--- src/rtl/wb_port_arbiter_if.sv ---
// Register-file write port shared by the pipeline writeback (A) and a multicycle unit (B).
// The arbiter takes the slave side; the sources and the register file take the master side.
interface wb_port_arbiter_if;
  logic        a_valid;
  logic [4:0]  a_reg;
  logic [63:0] a_data;
  logic        b_valid;
  logic        b_ready;
  logic [4:0]  b_reg;
  logic [63:0] b_data;
  logic        reg_write;
  logic [4:0]  wr_reg;
  logic [63:0] wr_data;

  modport master (
    output a_valid, a_reg, a_data, b_valid, b_reg, b_data,
    input  b_ready, reg_write, wr_reg, wr_data
  );

  modport slave (
    input  a_valid, a_reg, a_data, b_valid, b_reg, b_data,
    output b_ready, reg_write, wr_reg, wr_data
  );
endinterface

--- src/rtl/wb_port_arbiter.sv ---
// Fixed-priority register-file write arbiter with starvation bubble request for source B
// and a pending-write scoreboard for multicycle destinations.
module wb_port_arbiter #(
  parameter int STARVE_LIMIT = 3
) (
  input  logic                     clk,
  input  logic                     rst,
  wb_port_arbiter_if.slave         bus,
  input  logic                     issue_valid,
  input  logic [4:0]               issue_reg,
  input  logic [4:0]               chk_reg1,
  input  logic [4:0]               chk_reg2,
  output logic                     hazard1,
  output logic                     hazard2,
  output logic                     stall_req,
  output logic                     err_overrun,
  output logic                     err_dup_issue
);

  typedef enum logic [1:0] {IDLE, WAIT, STALL} state_e;

  localparam logic [3:0] LIMIT = 4'(STARVE_LIMIT);

  state_e      state_q, state_d;
  logic [3:0]  wait_cnt_q, wait_cnt_d;
  logic [31:0] pending_q, pending_d;
  logic        stall_req_q, stall_req_d;
  logic        reg_write_q, reg_write_d;
  logic [4:0]  wr_reg_q, wr_reg_d;
  logic [63:0] wr_data_q, wr_data_d;
  logic        err_overrun_q, err_overrun_d;
  logic        err_dup_q, err_dup_d;

  logic        b_xfer;
  logic        contend;
  logic [3:0]  cnt_inc;
  logic        issue_live;

  assign b_xfer     = bus.b_valid && !bus.a_valid;
  assign contend    = bus.b_valid && bus.a_valid;
  assign cnt_inc    = (wait_cnt_q == 4'hF) ? 4'hF : wait_cnt_q + 4'd1;
  assign issue_live = issue_valid && (issue_reg != 5'd0);

  // Write-port mux: A always wins; writes to x0 still complete but never enable the register file.
  always_comb begin
    reg_write_d = 1'b0;
    wr_reg_d    = wr_reg_q;
    wr_data_d   = wr_data_q;
    if (bus.a_valid) begin
      reg_write_d = (bus.a_reg != 5'd0);
      wr_reg_d    = bus.a_reg;
      wr_data_d   = bus.a_data;
    end else if (b_xfer) begin
      reg_write_d = (bus.b_reg != 5'd0);
      wr_reg_d    = bus.b_reg;
      wr_data_d   = bus.b_data;
    end
  end

  // Starvation tracker: a limit of 1 jumps straight from IDLE to STALL on the first lost edge.
  always_comb begin
    state_d    = state_q;
    wait_cnt_d = wait_cnt_q;
    case (state_q)
      IDLE: begin
        if (contend) begin
          wait_cnt_d = 4'd1;
          state_d    = (4'd1 >= LIMIT) ? STALL : WAIT;
        end
      end
      WAIT: begin
        if (b_xfer || !bus.b_valid) begin
          state_d    = IDLE;
          wait_cnt_d = 4'd0;
        end else begin
          wait_cnt_d = cnt_inc;
          if (cnt_inc >= LIMIT) state_d = STALL;
        end
      end
      STALL: begin
        if (b_xfer || !bus.b_valid) begin
          state_d    = IDLE;
          wait_cnt_d = 4'd0;
        end
      end
      default: begin
        state_d    = IDLE;
        wait_cnt_d = 4'd0;
      end
    endcase
    stall_req_d = (state_d == STALL);
  end

  // Scoreboard: clear on B transfer first so a same-cycle issue to that register wins.
  always_comb begin
    pending_d = pending_q;
    if (b_xfer) pending_d[bus.b_reg] = 1'b0;
    if (issue_live) pending_d[issue_reg] = 1'b1;
    pending_d[0] = 1'b0;
    err_overrun_d = err_overrun_q | (bus.a_valid & stall_req_q);
    err_dup_d     = err_dup_q | (issue_live & pending_q[issue_reg]);
  end

  always_ff @(posedge clk or negedge rst) begin
    if (!rst) begin
      state_q       <= IDLE;
      wait_cnt_q    <= 4'd0;
      pending_q     <= 32'd0;
      stall_req_q   <= 1'b0;
      reg_write_q   <= 1'b0;
      wr_reg_q      <= 5'd0;
      wr_data_q     <= 64'd0;
      err_overrun_q <= 1'b0;
      err_dup_q     <= 1'b0;
    end else begin
      state_q       <= state_d;
      wait_cnt_q    <= wait_cnt_d;
      pending_q     <= pending_d;
      stall_req_q   <= stall_req_d;
      reg_write_q   <= reg_write_d;
      wr_reg_q      <= wr_reg_d;
      wr_data_q     <= wr_data_d;
      err_overrun_q <= err_overrun_d;
      err_dup_q     <= err_dup_d;
    end
  end

  assign bus.b_ready   = !bus.a_valid;
  assign bus.reg_write = reg_write_q;
  assign bus.wr_reg    = wr_reg_q;
  assign bus.wr_data   = wr_data_q;
  assign stall_req     = stall_req_q;
  assign err_overrun   = err_overrun_q;
  assign err_dup_issue = err_dup_q;
  assign hazard1       = (chk_reg1 != 5'd0) && pending_q[chk_reg1];
  assign hazard2       = (chk_reg2 != 5'd0) && pending_q[chk_reg2];

endmodule

--- src/flat_wrapper.sv ---
// flat-port wrapper written by rule: the top's interface ports become plain ports
module wb_port_arbiter_flat 
#(
  parameter int STARVE_LIMIT = 3
)
  (clk, rst, issue_valid, issue_reg, chk_reg1, chk_reg2, hazard1, hazard2, stall_req, err_overrun, err_dup_issue, bus_a_valid, bus_a_reg, bus_a_data, bus_b_valid, bus_b_reg, bus_b_data, bus_b_ready, bus_reg_write, bus_wr_reg, bus_wr_data);
  wb_port_arbiter_if bus_i ();
  input  logic clk;
  input  logic rst;
  input  logic issue_valid;
  input  logic [4:0] issue_reg;
  input  logic [4:0] chk_reg1;
  input  logic [4:0] chk_reg2;
  output logic hazard1;
  output logic hazard2;
  output logic stall_req;
  output logic err_overrun;
  output logic err_dup_issue;
  input wire logic [$bits(bus_i.a_valid)-1:0] bus_a_valid;
  input wire logic [$bits(bus_i.a_reg)-1:0] bus_a_reg;
  input wire logic [$bits(bus_i.a_data)-1:0] bus_a_data;
  input wire logic [$bits(bus_i.b_valid)-1:0] bus_b_valid;
  input wire logic [$bits(bus_i.b_reg)-1:0] bus_b_reg;
  input wire logic [$bits(bus_i.b_data)-1:0] bus_b_data;
  output wire logic [$bits(bus_i.b_ready)-1:0] bus_b_ready;
  output wire logic [$bits(bus_i.reg_write)-1:0] bus_reg_write;
  output wire logic [$bits(bus_i.wr_reg)-1:0] bus_wr_reg;
  output wire logic [$bits(bus_i.wr_data)-1:0] bus_wr_data;
  assign bus_i.a_valid = bus_a_valid;
  assign bus_i.a_reg = bus_a_reg;
  assign bus_i.a_data = bus_a_data;
  assign bus_i.b_valid = bus_b_valid;
  assign bus_i.b_reg = bus_b_reg;
  assign bus_i.b_data = bus_b_data;
  assign bus_b_ready = bus_i.b_ready;
  assign bus_reg_write = bus_i.reg_write;
  assign bus_wr_reg = bus_i.wr_reg;
  assign bus_wr_data = bus_i.wr_data;
  wb_port_arbiter #(.STARVE_LIMIT(STARVE_LIMIT)) u_core (.clk(clk), .rst(rst), .bus(bus_i), .issue_valid(issue_valid), .issue_reg(issue_reg), .chk_reg1(chk_reg1), .chk_reg2(chk_reg2), .hazard1(hazard1), .hazard2(hazard2), .stall_req(stall_req), .err_overrun(err_overrun), .err_dup_issue(err_dup_issue));
endmodule
--- config.mk ---
export PLATFORM = sky130hd
export DESIGN_NAME = wb_port_arbiter_flat
export DESIGN_NICKNAME = d
export VERILOG_FILES = /design/src/rtl/wb_port_arbiter_if.sv /design/src/rtl/wb_port_arbiter.sv /design/src/flat_wrapper.sv
export SDC_FILE = /design/constraint.sdc
export NUM_CORES = 1
export LEC_CHECK = 0
export ABC_CLOCK_PERIOD_IN_PS = 3300
export CORE_MARGIN = 2
export CORE_UTILIZATION = 47
export DETAILED_ROUTE_END_ITERATION = 10
export PLACE_DENSITY = 0.86
export SLEW_MARGIN = 25
export SYNTH_ARGS = -nofsm -noshare
export SYNTH_HDL_FRONTEND = slang
export SYNTH_SLANG_ARGS = --single-unit
--- constraint.sdc ---
create_clock -name clk -period 3.3 [get_ports clk]
set_clock_uncertainty 0.15 [all_clocks]
set_input_delay 0.33 -clock clk [delete_from_list [all_inputs] [get_ports clk]]
set_output_delay 0.33 -clock clk [all_outputs]
set_load 0.02 [all_outputs]
==> results of run 1 <==
power by group through the flow:
| stage | Combinational, W | Sequential [W] | Clock, W |
|---|---|---|---|
| after floorplan | 0.000428 | 0.00177 | 0 |
| after global placement | 0.00102 | 0.00174 | 0 |
| after detailed placement | 0.00105 | 0.00175 | 0 |
| after CTS | 0.00106 | 0.00173 | 0.00105 |
| after global routing | 0.00114 | 0.00176 | 0.00111 |
| final | 0.00106 | 0.00174 | 0.00104 |
layout make-up:
type                    instances  area (µm²)  share of cell area, %
well taps                     147       183.9                  2.162
clock inverters                 2       16.27                 0.1912
clock buffers                  14       264.0                  3.103
flip-flops and latches        110        2753                  32.36
diodes                          1       2.502                0.02942
multi-input cells             428        2838                  33.36
repair buffers                245        2420                  28.45
inverters                       8       30.03                 0.3530
routing by layer:
layer  part of all wire, %  vias up
met3                   8.2       50
met5                     0        -
met2                    52      277
met4                   3.9        0
met1                    36     2671
li1                      -     2567
per-stage QoR:
step                      std cells  hold slack, ps  util (%)  total power (W)  setup TNS, ps
after floorplan                 583          -115.6         -         0.002198              0
after global placement          937           289.3     68.31         0.002762              0
after detailed placement        937           308.1     68.31         0.002802              0
after CTS                       954           324.9     70.73         0.003837              0
after global routing            955           346.8     70.82         0.004002        -0.8793
final                           955           325.1     70.82         0.003834              0
final timing paths:
kind	from	to	slack, ps	depth (start not counted)
min reg2reg	u_core.err_overrun$_DFF_PN0_	u_core.err_overrun$_DFF_PN0_	330	1
min	u_core.err_overrun$_DFF_PN0_	u_core.err_overrun$_DFF_PN0_	330	1
max in group asynchronous	rst	u_core.bus.wr_data[56]$_DFFE_PN0P_	1700	3
max	chk_reg1[0]	hazard1	50	6
max reg2reg	u_core.wait_cnt_q[0]$_DFFE_PN0P_	u_core.state_q[1]$_DFF_PN0_	1580	5
min in group asynchronous	rst	u_core.pending_q[14]$_DFF_PN0_	460	2
logic make-up after synthesis:
family,after synthesis,share of synthesized area (%)
adders and majority gates,1,0.2167
and+or+nand+nor,138,11.40
muxes,108,20.59
buffers and inverters,45,3.273
DFF,110,47.68
AOI/OAI and AO/OA,181,16.84
worst max-delay path, stage by stage:
cell	delay, ps
clkdlybuf4s50_1	580
mux4_1	580
mux2i_1	160
nor3b_1	70
or4_1	510
clkdlybuf4s50_1	550
cell usage in the layout (no fill, tap or decap), types with 8 or more instances in the layout:
master,synthesis,routed
nand3b_1,9,9
nand2_1,79,79
clkdlybuf4s50_1,0,229
nand3_1,16,16
o21ai_0,144,144
a21oi_1,12,12
dfrtp_1,110,110
clkbuf_16,0,9
buf_4,0,14
inv_1,8,8
mux2_2,8,8
mux2i_1,94,94
timing repair:
item | 4_1_cts | 5_1_grt
hold endpoints to repair | 58 | 0
gates resized for setup | 0 | 3
hold buffers | 1 | 0
endpoints found under the setup margin | 0 | 2
==> summary by stage, run 1 <==
Yosys
The area share of the leading cell type in the synthesized netlist is 47.68%. In the post-synthesis netlist, the cell with the most instances is o21ai_0. The netlist uses 36 different library cells. The number of nets handed over by synthesis was 742. The sequential-to-total area share from yosys stat is a little under half. The area of the mapped netlist is slightly below 6000 µm². Counting flops and latches in the post-synthesis netlist gives 110. Ranked by total cell area, the synthesized netlist is headed by dfrtp_1, mux2i_1, o21ai_0, nand2_1, mux4_1.

During synthesis, Yosys emitted a total of 0 warnings. The largest area contributor in the synthesized netlist is dfrtp_1. Synthesis handed over a netlist of 583 instances.

By count the netlist is led by o21ai_0, dfrtp_1, mux2i_1. Each instance of the synthesized netlist takes up on average 9.902 µm². The top flip-flop cell by instance count after synthesis is dfrtp_1.

Yosys mapped a number of flops with a built-in enable equal to 0. For this run, asynchronously set or reset flops after synthesis account for 100.0%.

Worst setup path
The kind of critical path is in2out. The maximum net fanout on the critical path is 4. The critical path startpoint category is an input port. The kind of capture point of the worst setup path is an output port. For the worst setup path, the data arrival time is 2770 ps. The data required time of the critical path is 2820 ps.

Floorplanning
The height of the chip is roughly 110 µm. In this run the standard cell core region covers 12010 µm². The die width is 114.8 µm. After floorplanning, the core was divided into 40 placement rows. The count of boundary I/O pins is 234. The die area is approximately 13000 µm². For this configuration, the core starts out at a cell density of between 40 and 50%.

GRT
The met2 usage is between 50% and 60%. Entering global routing, the biggest net connects 87 pins. Global routing consumed, on the met3 layer, roughly 8.5% of the routing resources. The first global-routing pass estimated 29650 µm of wire.

The total congestion overflow after global routing is 0. The global-route total usage across every layer is 29.63%. The met1 usage is 33.74%. The via count of the first global-routing pass is 5640. met2 is the most crowded layer. The number of antenna violations at the first check in global routing was 1.

STA
The final critical-path required period is 3253 ps. The final setup violation count is 0. The actual transition at the worst max-transition pin is 776.8 ps. The normalized max-slew margin is 48.21%. The worst setup margin is 46.79 ps. The period utilization is 98.58%. Static timing analysis puts the maximum clock frequency at 307.4 MHz. The count of endpoints failing hold in the final timing report is 0. The number of slew-limit violations in the final report is 0.

CTS
The CTS tree is done. The number of buffers created by CTS is 9. In this run the clock root is driven by a clkbuf_16. Clock-pin slew was measured on the worst setup and hold paths at 70 ps. Buffers added to address setup during post-CTS repair amount to 0. Clock latency on the worst-skew pair, taken at its later pin, is 340 ps. The worst-case clock buffer depth is 2. Counting every sink on the clock net gives 110.

The H-tree was split into 3 levels.

Placement
The setup slack at placement is 44.64 ps. The HPWL after detailed placement is 14470 µm. Summing all placed instances gives a cell area of between 8000 and 9000 µm². At the end of routability-driven placement, the weighted congestion stood at 1.022. In this run the tool buffered the top-level ports with 233 buffer cells.

Drt
After detailed routing, the average wire length per cell comes to 20.33 µm. The detailed router placed 5565 vias in this run. Summed over all layers, the routed wires come to 19410 µm. For this block, the initial DRC count from the detailed router was ~430. The detailed-route DRC error count is 0. The number of antenna-violating nets in the routed design is 0. The pre-antenna-repair detailed-routing pass consisted of 5 iterations. In the routed layout, each cell is associated on average with a via count of 5.827.

Pwr
The cell-internal power is between 0.002 and 0.003 W. For this design the ratio of total power to cell area is between 400 and 500 nW/µm². Registers are responsible for 45.4% of the overall power. For this design the static power due to leakage is about 3.6 nW. Per report_power, the combinational group accounts for 27.5% of the total. The power dissipated by switching net loads is around 0.0012 W.

The worst-case IR drop observed on VDD is 319.9 µV. Of the total power, the clock network draws 27.1%. Net switching is between 30% and 40% of the power.

Finish
The register with the most flip-flops in the layout has 64 of them. In the final layout, the share of cells above drive strength 1 is 5.081%. The final-stage net count is roughly 960. From synthesis to final layout, the design area changed by 47.36%. The final-layout fill cell count is 864. The final instance area is 8507 µm².

Min path
The path class of the lowest-slack min-delay path is reg2reg.

Flow run
The max-cap violation count is 0.

Outcome
The flow ran to the end, and the final reports show no timing, DRC or antenna violations.
No activity file was read; power rests on OpenSTA's default activity.
==> run 2: changes to the inputs <==
--- a/config.mk
+++ b/config.mk
@@ -10,6 +10,7 @@
 export CORE_UTILIZATION = 47
 export DETAILED_ROUTE_END_ITERATION = 10
 export PLACE_DENSITY = 0.86
+export SKIP_LAST_GASP = 1
 export SLEW_MARGIN = 25
 export SYNTH_ARGS = -nofsm -noshare
 export SYNTH_HDL_FRONTEND = slang
==> run 2 against run 1 <==
Compared with the run above: register-to-register slack barely moved; setup slack improved by 2.3 ps; clock power barely moved; first-iteration DRC count rose by 3.0%; global-route usage did not move; total power barely moved; design area barely moved; flip-flop and latch count did not move; via count fell by 0.56%; core utilization barely moved; sequential power barely moved; combinational power barely moved; critical path type unchanged; critical endpoint unchanged; highest routed layer unchanged.
==> summary by stage, run 2 (synthesis gave the netlist of run 1 again) <==
Drt
The number of iterations in the first detailed-routing pass is 5 (unchanged). The number of antenna-violating nets in the routed design is 0 (unchanged). The detailed-route DRC error count is 0 (unchanged).

The initial detailed-routing violation count is 440 (was 427). The final routed wirelength across all metal layers was 19400 µm (was 19410 µm). The detailed-route via count is 5534 (was 5565). The number of vias per cell is 5.795 (was 5.827).

The average detailed-routed wire length per instance is 20.31 µm (was 20.33 µm).

Pwr
The peak supply drop is 320.0 µV (was 319.9 µV). The power density relative to cell area came to 450.7 nW/µm² (about the same). The leakage power total is 3.621 nW (was 3.622 nW).

Floorplanning
The count of boundary I/O pins was 234 (unchanged). The die width is 114.8 µm (unchanged). The die area is 13190 µm² (unchanged). The placeable core region is 12010 µm² (unchanged). The height of the chip came to 114.8 µm (unchanged).

The number of rows in the core area was 40 (unchanged). The effective utilization at floorplan is 48.06% (unchanged).

Finish
The number of flip-flops in the largest register is 64 (unchanged). The leading cell type in the layout, fill and taps excluded is clkdlybuf4s50_1 (unchanged). The filler-free cell count of the finished design is 955 (unchanged). Top library cells by usage in the layout, fill and taps aside: clkdlybuf4s50_1, o21ai_0, dfrtp_1 (unchanged). The proportion of layout cells with a drive suffix above 1 is 4.957% (was 5.081%). The final-stage net count is 961 (unchanged). The area growth from synthesis to layout is 47.27% (was 47.36%).

CTS
The post-CTS setup buffer count came to 0 (unchanged). The latest clock arrival within the worst-skew pair was 340 ps (about the same). The root buffer cell was clkbuf_16 (unchanged). The clock net sink count came to 110 (unchanged).

The worst-case clock buffer depth was 2 (unchanged). The total number of H-tree levels is 3 (unchanged). The clock-pin slew on the worst setup and hold paths was 70 ps (about the same). The CTS tree is done (unchanged). The number of buffers created by CTS is 9 (unchanged).

STA
The highest clock frequency the design can meet is 307.6 MHz (was 307.4 MHz). The normalized max-slew margin is 48.53% (was 48.21%). The number of slew-limit violations in the final report is 0 (unchanged). The final critical-path required period came to 3251 ps (was 3253 ps). The final setup violation count is 0 (unchanged). The actual transition at the worst max-transition pin is 772.0 ps (was 776.8 ps).

The count of endpoints failing hold in the final timing report is 0 (unchanged). The worst setup margin is 49.09 ps (was 46.79 ps). Setup repair after global routing could not meet its margin everywhere.

The period utilization was 98.51% (was 98.58%).

GRT
The maximum number of pins on one net before global-route repair came to 87 (unchanged). The global-route total usage across every layer is 29.63% (unchanged). The total congestion overflow after global routing was 0 (unchanged). The via count of the first global-routing pass is 5640 (unchanged). The number of antenna violations at the first check in global routing is 1 (unchanged).

The first-pass GRT wire length is 29650 µm (unchanged).

Outcome
Result of the run: finished, final reports clean (unchanged).

Min path
The path class of the lowest-slack min-delay path was reg2reg (unchanged).

Flow run
The max-cap violation count is 0 (unchanged).

Worst setup path
The maximum net fanout on the critical path is 4 (unchanged). The data required time of the critical path was 2820 ps (about the same). The critical path startpoint category is an input port (unchanged). The kind of capture point of the worst setup path is an output port (unchanged). The arrival time reported for the critical path endpoint is 2770 ps (about the same). The kind of critical path is in2out (unchanged).

Placement
The last weighted congestion value of the routability-driven placer is 1.022 (unchanged). The HPWL after detailed placement is 14470 µm (unchanged). The number of I/O port buffers came to 233 (unchanged).

The setup slack at placement is 44.64 ps (unchanged). The number of cells in the design after placement is 937 (unchanged).
==> run 2: critical path: stages <==
cell and delay [ps]:
clkdlybuf4s50_1 580, mux4_1 580, mux2i_1 160, nor3b_1 70, or4_1 510, clkdlybuf4s50_1 550
==> run 2: where the power goes <==
group	leakage, nW	switching [W]	total (W)	internal (W)
Clock	0.133	0.000480	0.00104	0.000557
Combinational	2.16	0.000495	0.00105	0.000560
Sequential	1.33	0.000208	0.00174	0.00153
Total	3.62	0.00118	0.00383	0.00265
==> run 2: worst paths after layout <==
kind | from | end | slack [ps] | depth (start not counted)
min in group asynchronous | rst | u_core.pending_q[14]$_DFF_PN0_ | 460 | 2
max in group asynchronous | rst | u_core.bus.wr_data[56]$_DFFE_PN0P_ | 1700 | 3
min reg2reg | u_core.err_overrun$_DFF_PN0_ | u_core.err_overrun$_DFF_PN0_ | 330 | 1
max | chk_reg1[0] | hazard1 | 50 | 6
min | u_core.err_overrun$_DFF_PN0_ | u_core.err_overrun$_DFF_PN0_ | 330 | 1
max reg2reg | u_core.wait_cnt_q[0]$_DFFE_PN0P_ | u_core.state_q[1]$_DFF_PN0_ | 1580 | 5
==> run 2: stage by stage <==
| stage | setup TNS, ps | util (%) | hold WS [ps] | power [W] | cell area [µm²] |
|---|---|---|---|---|---|
| 2_1_floorplan | 0 | - | -115.6 | 0.002198 | 5773 |
| 3_3_place_gp | 0 | 68.31 | 289.3 | 0.002762 | 8205 |
| 3_5_place_dp | 0 | 68.31 | 308.1 | 0.002802 | 8205 |
| 4_1_cts | 0 | 70.73 | 324.9 | 0.003837 | 8496 |
| 5_1_grt | -0.6977 | 70.78 | 346.8 | 0.004000 | 8502 |
| 6_report | 0 | 70.78 | 325.1 | 0.003831 | 8502 |
==> run 2: what timing repair did <==
item | in CTS | in global routing
hold endpoints to repair | 58 | 0
endpoints found under the setup margin | 0 | 2
hold buffers | 1 | 0
gates resized for setup | 0 | 2
==> run 2: final cells by class <==
type | count | area, µm²
Fill cell | 867 | 3510
Multi-Input combinational cell | 428 | 2833
Sequential cell | 110 | 2753
Timing Repair Buffer | 245 | 2420
Clock buffer | 14 | 264.0
Tap cell | 147 | 183.9
Inverter | 8 | 30.03
Clock inverter | 2 | 16.27
Antenna cell | 1 | 2.502
==> run 2: metal layers <==
| layer | up-vias | track usage, % | wire length (µm) |
|---|---|---|---|
| met5 | - | 0 | 0 |
| met4 | 0 | 13.01 | 726 |
| met3 | 44 | 8.540 | 1575 |
| met2 | 256 | 52.03 | 10020 |
| met1 | 2669 | 33.74 | 7076 |
| li1 | 2565 | - | - |
==> run 3: changes to the inputs <==
--- a/config.mk
+++ b/config.mk
@@ -7,9 +7,10 @@
 export LEC_CHECK = 0
 export ABC_CLOCK_PERIOD_IN_PS = 3300
 export CORE_MARGIN = 2
-export CORE_UTILIZATION = 47
+export CORE_UTILIZATION = 30
+export CTS_CLUSTER_SIZE = 30
 export DETAILED_ROUTE_END_ITERATION = 10
-export PLACE_DENSITY = 0.86
+export RECOVER_POWER = 25
 export SKIP_LAST_GASP = 1
 export SLEW_MARGIN = 25
 export SYNTH_ARGS = -nofsm -noshare
==> run 3 against run 2 <==
Compared with the run above: the run now ends with capacitance limit, slew limit left; first-iteration DRC count decreased by 30%; count of clock-buffer cells in the layout is 4 lower; via count down 3.4%; design area up 1.1%; flip-flop and latch count unchanged; global-route usage is 10 points lower; maximum frequency increased by 4.7%; register-to-register slack got worse by 40 ps; clock power about the same; hold slack worse by 90 ps; final cell count rose by 8.8%; combinational power about the same; critical endpoint unchanged; largest cell class unchanged.
==> summary by stage, run 3 (synthesis gave the netlist of run 1 again) <==
STA
The final critical-path required period was 3105 ps (was 3251 ps). The actual transition at the worst max-transition pin is 1885 ps (was 772.0 ps). The number of slew-limit violations in the final report is 168 (was 0).

The worst hold slack came to 235.0 ps (was 325.1 ps). The count of endpoints failing hold in the final timing report came to 0 (unchanged). The final setup violation count came to 0 (unchanged).

The period utilization is 94.10% (was 98.51%). The highest clock frequency the design can meet is 322.0 MHz (was 307.6 MHz). RSZ-0062 raised after global routing: no (was yes). The worst setup margin is 194.7 ps (was 49.09 ps). The normalized max-slew margin is -25.69% (was 48.53%).

Finish
The final instance area is 8597 µm² (was 8502 µm²). Top library cells by usage in the layout, fill and taps aside: clkdlybuf4s50_1, o21ai_0, dfrtp_1 (unchanged). The final-stage net count is 960 (was 961).

The sequential standard cell area is 2753 µm² (unchanged). The final antenna diode count is 0 (was 1). The leading cell type in the layout, fill and taps excluded is clkdlybuf4s50_1 (unchanged). The final-layout fill cell count was 1738 (was 867). The number of flip-flops in the largest register came to 64 (unchanged). The proportion of layout cells with a drive suffix above 1 is 5.217% (was 4.957%). The filler-free cell count of the finished design is 1039 (was 955). The area growth from synthesis to layout is 48.92% (was 47.27%). The multi-input logic area was 2839 µm² (was 2833 µm²).

Worst setup path
The kind of capture point of the worst setup path is an output port (unchanged). Series of cell instances along the critical path: mux4_1 > mux2i_1 > nor3b_1 > or4_1 > clkdlybuf4s50_1 (was clkdlybuf4s50_1 > mux4_1 > mux2i_1 > nor3b_1 > or4_1 > clkdlybuf4s50_1). The arrival time reported for the critical path endpoint is 2630 ps (was 2770 ps). The data required time of the critical path is 2820 ps (about the same). The critical path startpoint category is a flip-flop (was input port). The kind of critical path is reg2out (was in2out). The cell type of the slowest stage on the worst timing path was clkdlybuf4s50_1 (unchanged). The maximum net fanout on the critical path came to 4 (unchanged). The biggest cell delay along the critical path is 550 ps (was 580 ps).

Drt
The initial detailed-routing violation count is 309 (was 440). The detailed-route via count is 5348 (was 5534). The detailed-route DRC error count is 0 (unchanged). The number of vias per cell is 5.147 (was 5.795). The final routed wirelength across all metal layers is 19200 µm (was 19400 µm). The number of iterations in the first detailed-routing pass is 5 (unchanged). The number of antenna-violating nets in the routed design was 0 (unchanged).

The average detailed-routed wire length per instance is 18.48 µm (was 20.31 µm).

Pwr
The leakage power total came to 3.625 nW (was 3.621 nW). The power density relative to cell area is 444.0 nW/µm² (was 450.7 nW/µm²). The peak supply drop is 268.3 µV (was 320.0 µV).

Floorplanning
The height of the chip is 142.7 µm (was 114.8 µm). The die width was 142.7 µm (was 114.8 µm). The effective utilization at floorplan was 30.76% (was 48.06%).

The die area came to 20370 µm² (was 13190 µm²). The number of rows in the core area is 50 (was 40). The count of boundary I/O pins is 234 (unchanged).

The placeable core region is 18770 µm² (was 12010 µm²).

Placement
The number of cells in the design after placement is 1023 (was 937). The placement-stage cell area came to 8319 µm² (was 8205 µm²). The HPWL after detailed placement is 14480 µm (was 14470 µm).

The number of I/O port buffers is 233 (unchanged). The setup slack at placement came to -60.67 ps (was 44.64 ps). The last weighted congestion value of the routability-driven placer was 0.9287 (was 1.022).

CTS
The clock net sink count is 110 (unchanged). The number of buffers created by CTS came to 9 (unchanged). The total number of H-tree levels is 3 (unchanged). The worst-case clock buffer depth is 2 (unchanged). The latest clock arrival within the worst-skew pair is 350 ps (was 340 ps). The root buffer cell is clkbuf_16 (unchanged). The CTS tree is done (unchanged). The post-CTS setup buffer count was 0 (unchanged). The clock-pin slew on the worst setup and hold paths is 80 ps (was 70 ps).

GRT
The total congestion overflow after global routing came to 0 (unchanged). The first-pass GRT wire length is 30410 µm (was 29650 µm). The number of antenna violations at the first check in global routing came to 1 (unchanged).

The via count of the first global-routing pass is 5564 (was 5640). The maximum number of pins on one net before global-route repair is 112 (was 87). The global-route total usage across every layer is 19.24% (was 29.63%).

Flow run
The max-cap violation count is 2 (was 0).

Outcome
The checks that failed: capacitance limit, slew limit. Result of the run: complete, but fails checks (was finished, final reports clean).

Min path
The path class of the lowest-slack min-delay path is in2reg (was reg2reg).
## run 3: worst max-delay path: cells and delay by family, from the launching register on
kind          cells  cell delay [ps]
mux               2              710
simple gates      2              600
buf+inv           1              550
flops             1              420
## run 3: final timing paths
check	cells after the start	endpoint	slack (ps)	startpoint
setup / recovery	5	hazard1	190	u_core.pending_q[13]$_DFF_PN0_
setup reg to reg	4	u_core.state_q[0]$_DFF_PN0_	1540	u_core.wait_cnt_q[0]$_DFFE_PN0P_
hold reg to reg	1	u_core.err_overrun$_DFF_PN0_	330	u_core.err_overrun$_DFF_PN0_
max in group asynchronous	3	u_core.bus.wr_data[31]$_DFFE_PN0P_	1240	rst
min in group asynchronous	2	u_core.bus.wr_data[59]$_DFFE_PN0P_	630	rst
hold / removal	3	u_core.bus.wr_reg[1]$_DFFE_PN0P_	230	bus_a_valid
## run 3: routing by layer
layer  share of wire [%]  track usage, %
met5               0.068               0
met4                 2.6           8.077
met3                 7.7           5.835
met2                  50           32.19
met1                  40           23.05
## run 3: what timing repair did
item / 4_1_cts / 5_1_grt
hold buffers: 1 / 0
endpoints found under the setup margin: 1 / 1
gates resized for setup: 1 / 4
hold endpoints to repair: 48 / 0
## run 3: area by class of cell
type                            instances  share of cell area [%]
Sequential cell                       110                   32.02
Timing Repair Buffer                  244                   27.93
Tap cell                              234                   3.406
Inverter                                8                  0.3493
Clock buffer                           10                   2.780
Multi-Input combinational cell        428                   33.02
Clock inverter                          5                  0.4948
## run 3: metrics by stage
stage                     TNS (ps)  utilization (%)  total power (W)
final                            0            45.81         0.003817
after detailed placement    -60.67            44.33         0.002789
after CTS                        0            45.87         0.003860
after floorplan                  0                -         0.002198
after global routing             0            45.81         0.004040
after global placement      -52.08            44.33         0.002761
## run 3: report_power, final
part | internal, W | total, W | switching, W
Combinational | 0.000563 | 0.00105 | 0.000491
Clock | 0.000539 | 0.00104 | 0.000503
Sequential | 0.00153 | 0.00172 | 0.000189
Total | 0.00263 | 0.00382 | 0.00118
